File: config.mk
export PLATFORM = sky130hd
export DESIGN_NAME = reg_lock_tracker
export DESIGN_NICKNAME = d
export VERILOG_FILES = /design/src/rtl/maverickOne_pkg.sv /design/src/rtl/reg_lock_cnt.sv /design/src/rtl/reg_lock_tracker.sv
export SDC_FILE = /design/constraint.sdc
export NUM_CORES = 1
export LEC_CHECK = 0
export CAP_MARGIN = 20
export CORE_MARGIN = 2
export CORE_UTILIZATION = 60
export CTS_BUF_LIST = sky130_fd_sc_hd__clkbuf_8
export DETAILED_ROUTE_END_ITERATION = 6
export PLACE_DENSITY = 0.92
export SLEW_MARGIN = 10
export SYNTH_ARGS = -nofsm -noshare
export SYNTH_HDL_FRONTEND = slang
export SYNTH_HIERARCHICAL = 1
export SYNTH_SLANG_ARGS = --single-unit
File: constraint.sdc
create_clock -name clk_i -period 3.6 [get_ports clk_i]
set_input_delay 0.36 -clock clk_i [delete_from_list [all_inputs] [get_ports clk_i]]
set_output_delay 0.36 -clock clk_i [all_outputs]
set_load 0.02 [all_outputs]
File: src/rtl/maverickOne_pkg.sv
// Shared core parameters and types used by the register lock tracker.
package maverickOne_pkg;

  localparam int unsigned NUM_REGS       = 32;
  localparam int unsigned REG_LOCK_CNT_W = 2;

  typedef enum logic [1:0] {
    CntHold,
    CntInc,
    CntDec,
    CntClear
  } cnt_op_e;

endpackage

File: src/rtl/reg_lock_cnt.sv
// Saturating outstanding-write counter for one architectural register.
module reg_lock_cnt
  import maverickOne_pkg::*;
#(
  parameter int unsigned CNT_W = REG_LOCK_CNT_W
) (
  input  logic             clk_i,
  input  logic             arst_i,
  input  logic             clear_i,
  input  logic             inc_i,
  input  logic             dec_i,
  output logic [CNT_W-1:0] count_o,
  output logic             full_o
);

  logic [CNT_W-1:0] count_q, count_d;
  cnt_op_e          op;

  assign count_o = count_q;
  assign full_o  = (count_q == '1);

  // A same-cycle inc and dec cancel; a dec at zero is dropped rather than wrapping.
  always_comb begin
    op = CntHold;
    if (clear_i) begin
      op = CntClear;
    end else if (inc_i && !dec_i && !full_o) begin
      op = CntInc;
    end else if (dec_i && !inc_i && (count_q != '0)) begin
      op = CntDec;
    end
  end

  always_comb begin
    count_d = count_q;
    unique case (op)
      CntInc:   count_d = count_q + CNT_W'(1);
      CntDec:   count_d = count_q - CNT_W'(1);
      CntClear: count_d = '0;
      default:  count_d = count_q;
    endcase
  end

  always_ff @(posedge clk_i or posedge arst_i) begin
    if (arst_i) begin
      count_q <= '0;
    end else begin
      count_q <= count_d;
    end
  end

endmodule

File: src/rtl/reg_lock_tracker.sv
// Per-register outstanding-write scoreboard feeding the instruction launcher.
// Optional sticky underflow flag err_o is built when REG_LOCK_ERR_EN is defined.
module reg_lock_tracker #(
  parameter int unsigned NUM_REGS = maverickOne_pkg::NUM_REGS,
  parameter int unsigned CNT_W    = maverickOne_pkg::REG_LOCK_CNT_W
) (
  input  logic                        clk_i,
  input  logic                        arst_i,
  input  logic                        clear_i,
  input  logic                        lock_valid_i,
  input  logic [$clog2(NUM_REGS)-1:0] lock_rd_i,
  output logic                        lock_ready_o,
  input  logic                        release_valid_i,
  input  logic [$clog2(NUM_REGS)-1:0] release_rd_i,
  output logic [NUM_REGS-1:0]         locks_o
`ifdef REG_LOCK_ERR_EN
  ,
  output logic                        err_o
`endif
);

  localparam int unsigned RdW = $clog2(NUM_REGS);

  logic [NUM_REGS-1:0] full;
  logic                same_reg;
  logic                lock_fire;

  // A release of the same register frees a slot, so a full counter may still accept.
  assign same_reg     = release_valid_i && (release_rd_i == lock_rd_i);
  assign lock_ready_o = !(full[lock_rd_i] && !same_reg);
  assign lock_fire    = lock_valid_i && lock_ready_o;

  // r0 is hardwired zero and never needs tracking.
  assign full[0]    = 1'b0;
  assign locks_o[0] = 1'b0;

  for (genvar r = 1; r < NUM_REGS; r++) begin : g_cnt
    logic [CNT_W-1:0] count;
    logic             inc;
    logic             dec;

    assign inc = lock_fire && (lock_rd_i == RdW'(r));
    assign dec = release_valid_i && (release_rd_i == RdW'(r));

    reg_lock_cnt #(
      .CNT_W(CNT_W)
    ) u_cnt (
      .clk_i  (clk_i),
      .arst_i (arst_i),
      .clear_i(clear_i),
      .inc_i  (inc),
      .dec_i  (dec),
      .count_o(count),
      .full_o (full[r])
    );

    assign locks_o[r] = (count != '0);
  end

`ifdef REG_LOCK_ERR_EN
  logic err_q, err_d;
  logic underflow;

  assign underflow = release_valid_i && (release_rd_i != '0) && !locks_o[release_rd_i];

  always_comb begin
    err_d = err_q | underflow;
    if (clear_i) begin
      err_d = 1'b0;
    end
  end

  always_ff @(posedge clk_i or posedge arst_i) begin
    if (arst_i) begin
      err_q <= 1'b0;
    end else begin
      err_q <= err_d;
    end
  end

  assign err_o = err_q;
`endif

endmodule

==> results of run 1 <==
==> layer usage <==
layer	track usage, %	part of all wire, %	vias up
met3	5.89	6.6	49
met4	12.8	3.5	0
met2	47.2	49	216
li1	-	-	2266
met5	0	0	-
met1	35.8	41	2352
==> stage by stage <==
stage	power (mW)	hold slack [ps]	cell area, um2	worst slack, ps	utilization (%)
detailed placement	0.906	546	5970	313	68.5
CTS	1.50	460	6150	354	70.5
global route	1.55	493	6180	209	70.9
finish	1.49	468	6180	285	70.9
floorplan	0.827	101	5420	956	-
global placement	0.899	542	5970	394	68.5
==> cell type report <==
type	count	area [um2]
Multi-Input combinational cell	475	3520
Fill cell	637	2540
Sequential cell	62	1550
Timing Repair Buffer	55	546
Inverter	64	240
Tap cell	108	135
Clock buffer	9	124
Clock inverter	7	58.8
==> layout by cell type (no fill, tap or decap), drive strengths merged, types with 32 or more instances in the layout <==
| master | instances |
|---|---|
| inv | 67 |
| nand2b | 34 |
| nand2 | 40 |
| dfrtp | 62 |
| or2 | 32 |
| mux2 | 33 |
| nor2 | 35 |
| or3 | 33 |
| o311ai | 32 |
| a21oi | 32 |
| clkdlybuf4s50 | 45 |
==> final timing paths <==
check | to | slack, ps | from
setup / recovery | lock_ready_o | 280 | lock_rd_i[1]
hold / removal | g_cnt[26].u_cnt/count_o[1] | 470 | arst_i
setup reg to reg | g_cnt[18].u_cnt/count_o[0] | 880 | g_cnt[16].u_cnt/count_o[0]
hold reg to reg | g_cnt[21].u_cnt/count_o[1] | 560 | g_cnt[21].u_cnt/count_o[1]
max in group asynchronous | g_cnt[27].u_cnt/count_o[1] | 3000 | arst_i
min in group clk_i | g_cnt[14].u_cnt/count_o[1] | 520 | clear_i
==> power groups by stage <==
stage               Sequential [mW]  Clock (mW)  Combinational [mW]
finish                        0.703       0.593               0.198
floorplan                     0.715           0               0.111
global placement              0.716           0               0.183
CTS                           0.703       0.602               0.190
global route                  0.703       0.636               0.213
detailed placement            0.717           0               0.189
==> critical path: cells and delay by family <==
| family | cells | cell delay (ps) |
|---|---|---|
| compound gates | 2 | 410 |
| mux | 1 | 350 |
| simple gates | 2 | 490 |
| buf+inv | 3 | 1340 |
==> cells by family (layout without fill, tap and decap cells) <==
logic type / Yosys count / count (layout) / synth area share [%]
buffers and inverters: 78 / 135 / 6.28
XOR/XNOR: 5 / 5 / 0.808
other: 1 / 1 / 0.0692
multiplexers: 45 / 45 / 9.77
AO/OA/AOI/OAI: 99 / 99 / 19.0
AND/OR/NAND/NOR: 325 / 325 / 35.4
flip-flops: 62 / 62 / 28.6
==> results.ini, run 1 <==
[outcome]
status = completed

[logic_synthesis]
yosys.area.top_type_share_pct = 28.6
synthDistinctLibCells = 37
syn_area_um2 = 5420
synthFlopType = dfrtp_1
synth_area_per_cell_um2 = 8.81
synth_edf_count = 0
async_reset_ff_share_pct = 100
ys_ff_latch = 62
yosysSeqAreaShare_pct = 28.6
synthTopCellsByCount = inv_1, dfrtp_1, nand2_1, nor2_1, nand2b_1
synth_area_leaders = dfrtp_1, o311ai_2, mux2_2
synth.most_common_cell = inv_1
syn-num-nets = 630
synth_top_cell_by_area = dfrtp_1
synth_warnings = 6
syn_inst = 615

[sta]
period_needed_ps = 3320
drv_slew = 0
setup_tns_ps = 0
finalCritPeriodShare_pct = 92.1
max_freq_mhz = 302
worst_pin_slew_ps = 588
finalHoldViolCount = 0
grt_setup_unrepaired = no
worst_clock_skew_ps = 8.50
setup_violations = 0
slew_headroom_pct = 60.8

[worst_setup_path]
cpMaxStageDelayCell = clkdlybuf4s50_1
required_ps = 3240
worstPathCellList = clkdlybuf4s50_1 > buf_4 > mux2_2 > or3_1 > nand4_1 > a21oi_1 > o21ai_0 > clkdlybuf4s50_1
startpoint_type = input pin
cpMostUsedCell = clkdlybuf4s50_1
ff2ff_path_depth = 10
cp.arrival_ps = 2960
cpPeakStageDelay_ps = 670
critPathKind = input pin to output pin
cp_max_fo = 11
end_kind = output pin

[final_layout]
nets = 682
final_cells = 780
largest_register_ffs = 62
diodes = 0
drive_above_1_share_pct = 23.2
area_growth_pct = 14.1

[global_routing]
antenna_found_initial = 0
grt_max_degree = 125
grt_pass1_vias = 4990
grt_pass1_wl_um = 22600
grt_use_total_pct = 28.4
grt_overflow = 0

[power_and_ir_drop]
ir_worst_vdd_uv = 184
seqPwrFrac_pct = 47.0
combPwrFrac_pct = 13.3
switchingPower_mw = 0.414
p_per_area_nw_per_um2 = 242
swShare_pct = 27.7
clkPwrFrac_pct = 39.7
cellLeakagePower_nw = 2.31
p_int_mw = 1.08

[cts]
cts_tree = done
clk_latency_ps = 350
cts_resized = 0
clockBufferDepth = 2
cts_buffers = 9
cts_root_buf = clkbuf_8
clk_pin_slew_ps = 70
htree_levels = 3
cts_setup_buffers = 0
hold_buffers = 0
clock-sinks = 62

[drt]
wire_per_inst_um = 17.4
vias = 4883
drc_errors = 0
initialDrtViolationCount = 394
routed_wirelength_um = 13600
drt_pass1_iterations = 6
ant_nets = 0
viasPerCell = 6.26

[place]
io_buffers = 46
finalWeightedCongestion = 0.910
dp.cells = 763
dpl.hpwl_um = 9780

[die]
rows = 34
core_um2 = 8720
die_y_um = 99.0
io-pin-count = 48
dieWidth_um = 99.0
initial_core_util_pct = 62.1
dieArea_um2 = 9800

[job]
max_cap_violations = 0

[worst_hold_path]
hold_class = input pin to async pin

(Power assumes the default switching activity.)
==> run 2, diff against run 1 <==
--- a/config.mk
+++ b/config.mk
@@ -7,10 +7,10 @@
 export LEC_CHECK = 0
 export CAP_MARGIN = 20
 export CORE_MARGIN = 2
-export CORE_UTILIZATION = 60
-export CTS_BUF_LIST = sky130_fd_sc_hd__clkbuf_8
+export CORE_UTILIZATION = 59
 export DETAILED_ROUTE_END_ITERATION = 6
-export PLACE_DENSITY = 0.92
+export PLACE_DENSITY = 0.9
+export SKIP_LAST_GASP = 1
 export SLEW_MARGIN = 10
 export SYNTH_ARGS = -nofsm -noshare
 export SYNTH_HDL_FRONTEND = slang
==> results.ini, run 2 (synthesis gave the netlist of run 1 again) <==
[outcome]
status = completed

[global_routing]
grt_max_degree = 125  ; unchanged
grt_overflow = 0  ; unchanged
antenna_found_initial = 0  ; unchanged
grt_pass1_wl_um = 22700  ; +0.58%
grt_use_total_pct = 28.3  ; -0.11 points
grt_pass1_vias = 4839  ; -3.0%

[sta]
worst_clock_skew_ps = 8.83  ; +0.323 ps
max_freq_mhz = 302  ; +0.25%
finalWorstSetupSlack_ps = 293  ; +8.26 ps
setup_tns_ps = 0  ; unchanged
slew_headroom_pct = 58.3  ; -2.5 points
setup_violations = 0  ; unchanged
grt_setup_unrepaired = no
finalHoldViolCount = 0  ; unchanged
finalCritPeriodShare_pct = 91.9  ; -0.23 points
drv_slew = 0  ; unchanged
period_needed_ps = 3310  ; -8.26 ps
worst_pin_slew_ps = 625  ; +37.0 ps

[worst_setup_path]
critPathKind = input pin to output pin
ff2ff_path_depth = 10  ; unchanged
rr_endpoint = g_cnt[31].u_cnt/count_o[0]
end_kind = output pin
cpMaxStageDelayCell = clkdlybuf4s50_1
cpPeakStageDelay_ps = 670  ; about the same
r2r_slack_ps = 830  ; -50 ps
r2r-start = g_cnt[22].u_cnt/count_o[0]
cp_max_fo = 8  ; -3
cp.arrival_ps = 2950  ; about the same
worstPathCellList = clkdlybuf4s50_1 > buf_4 > inv_1 > or3_1 > nand4_1 > a21oi_1 > o21ai_0 > clkdlybuf4s50_1
required_ps = 3240  ; about the same
startpoint_type = input pin
cpMostUsedCell = clkdlybuf4s50_1

[drt]
wire_per_inst_um = 17.4  ; about the same
routed_wirelength_um = 13500  ; -0.27%
ant_nets = 0  ; unchanged
vias = 4804  ; -1.6%
viasPerCell = 6.17  ; -1.4%
drt_pass1_iterations = 5  ; -1
initialDrtViolationCount = 281  ; -29%
drc_errors = 0  ; unchanged

[final_layout]
layout_common_cells = inv_1, dfrtp_1, clkdlybuf4s50_1
diodes = 0  ; unchanged
drive_above_1_share_pct = 23.1  ; -0.080 points
final_common_cell = inv_1
largest_register_ffs = 62  ; unchanged
nets = 682  ; unchanged
area_growth_pct = 13.4
utilization_pct = 69.8  ; -1.1 points

[cts]
clk_pin_slew_ps = 70  ; about the same
clock-sinks = 62  ; unchanged
cts_tree = done
htree_levels = 3  ; unchanged
cts_setup_buffers = 0  ; unchanged
clk_latency_ps = 360  ; about the same
cts_resized = 0  ; unchanged
cts_root_buf = clkbuf_8
clockBufferDepth = 2  ; unchanged
cts_buffers = 9  ; unchanged
hold_buffers = 0  ; unchanged

[power_and_ir_drop]
seqPwrFrac_pct = 49.0  ; +2.0 points
p_per_area_nw_per_um2 = 234  ; -3.4%
p_int_mw = 1.03  ; -4.7%
ir_worst_vdd_uv = 171  ; -7.1%
cellLeakagePower_nw = 2.28  ; -1.0%
switchingPower_mw = 0.406  ; -2.0%
swShare_pct = 28.3  ; +0.57 points
combPwrFrac_pct = 13.6  ; +0.3 points
clkPwrFrac_pct = 37.4  ; -2.3 points

[place]
post-place-ws_ps = 299  ; -14.0 ps
finalWeightedCongestion = 0.957  ; +5.1%
io_buffers = 46  ; unchanged
dpl.hpwl_um = 9750  ; -0.28%

[die]
die_y_um = 99.8  ; +0.81%
rows = 34  ; unchanged
io-pin-count = 48  ; unchanged
dieWidth_um = 99.8  ; +0.81%
core_um2 = 8810  ; +0.98%
dieArea_um2 = 9960  ; +1.6%
initial_core_util_pct = 61.5  ; -0.60 points

[job]
max_cap_violations = 0  ; unchanged

[worst_hold_path]
hold_class = input pin to async pin

==> run 2: worst max path at each step <==
stage	slack, ps	startpoint	depth (start not counted)	endpoint
finish	290	lock_rd_i[0]	8	lock_ready_o
global route	140	lock_rd_i[0]	8	lock_ready_o
CTS	310	lock_rd_i[0]	8	lock_ready_o
detailed placement	300	lock_rd_i[1]	12	g_cnt[5].u_cnt/count_o[0]
global placement	390	lock_rd_i[1]	8	lock_ready_o
floorplan	960	lock_rd_i[1]	11	g_cnt[23].u_cnt/count_o[0]
==> run 2: critical path, delay by kind of cell <==
| family | cells | cell delay, ps |
|---|---|---|
| and+or+nand+nor | 2 | 570 |
| buffers and inverters | 4 | 1610 |
| AOI/OAI and AO/OA | 2 | 390 |
==> run 2: layout make-up <==
class / instances / area, um2
clock buffer: 12 / 145
clock inverter: 2 / 10.0
fill: 673 / 2660
inverter: 64 / 240
multi-input combinational: 475 / 3520
sequential: 62 / 1550
tap: 108 / 135
timing repair buffer: 55 / 538
==> run 2: routing by layer <==
| layer | vias up | track usage (%) | share of wire, % | wire, um |
|---|---|---|---|---|
| li1 | 2259 | - | - | - |
| met1 | 2339 | 34.5 | 41 | 5530 |
| met2 | 168 | 49.7 | 50 | 6710 |
| met3 | 38 | 4.53 | 6.4 | 865 |
| met4 | 0 | 12.4 | 3.1 | 417 |
| met5 | - | 0 | 0 | 0 |
==> run 2: metrics by stage <==
stage	cell area, um2	hold WS [ps]	power, mW	instances
6_report	6140	471	1.44	778
2_1_floorplan	5420	101	0.827	615
3_3_place_gp	5970	540	0.898	763
5_1_grt	6140	498	1.49	778
3_5_place_dp	5970	545	0.905	763
4_1_cts	6120	464	1.44	777
==> run 2: power groups by stage <==
stage                     Sequential, mW  Clock (mW)  Combinational [mW]
after floorplan                    0.715           0               0.111
after global placement             0.716           0               0.183
after detailed placement           0.717           0               0.189
after CTS                          0.703       0.544               0.190
after global routing               0.704       0.574               0.211
final                              0.704       0.536               0.196
==> run 3, diff against run 2 <==
--- a/config.mk
+++ b/config.mk
@@ -9,6 +9,7 @@
 export CORE_MARGIN = 2
 export CORE_UTILIZATION = 59
 export DETAILED_ROUTE_END_ITERATION = 6
+export GPL_ROUTABILITY_DRIVEN = 0
 export PLACE_DENSITY = 0.9
 export SKIP_LAST_GASP = 1
 export SLEW_MARGIN = 10
==> results of run 3 <==
The final DEF is identical to that of run 2; final timing and power are the same.
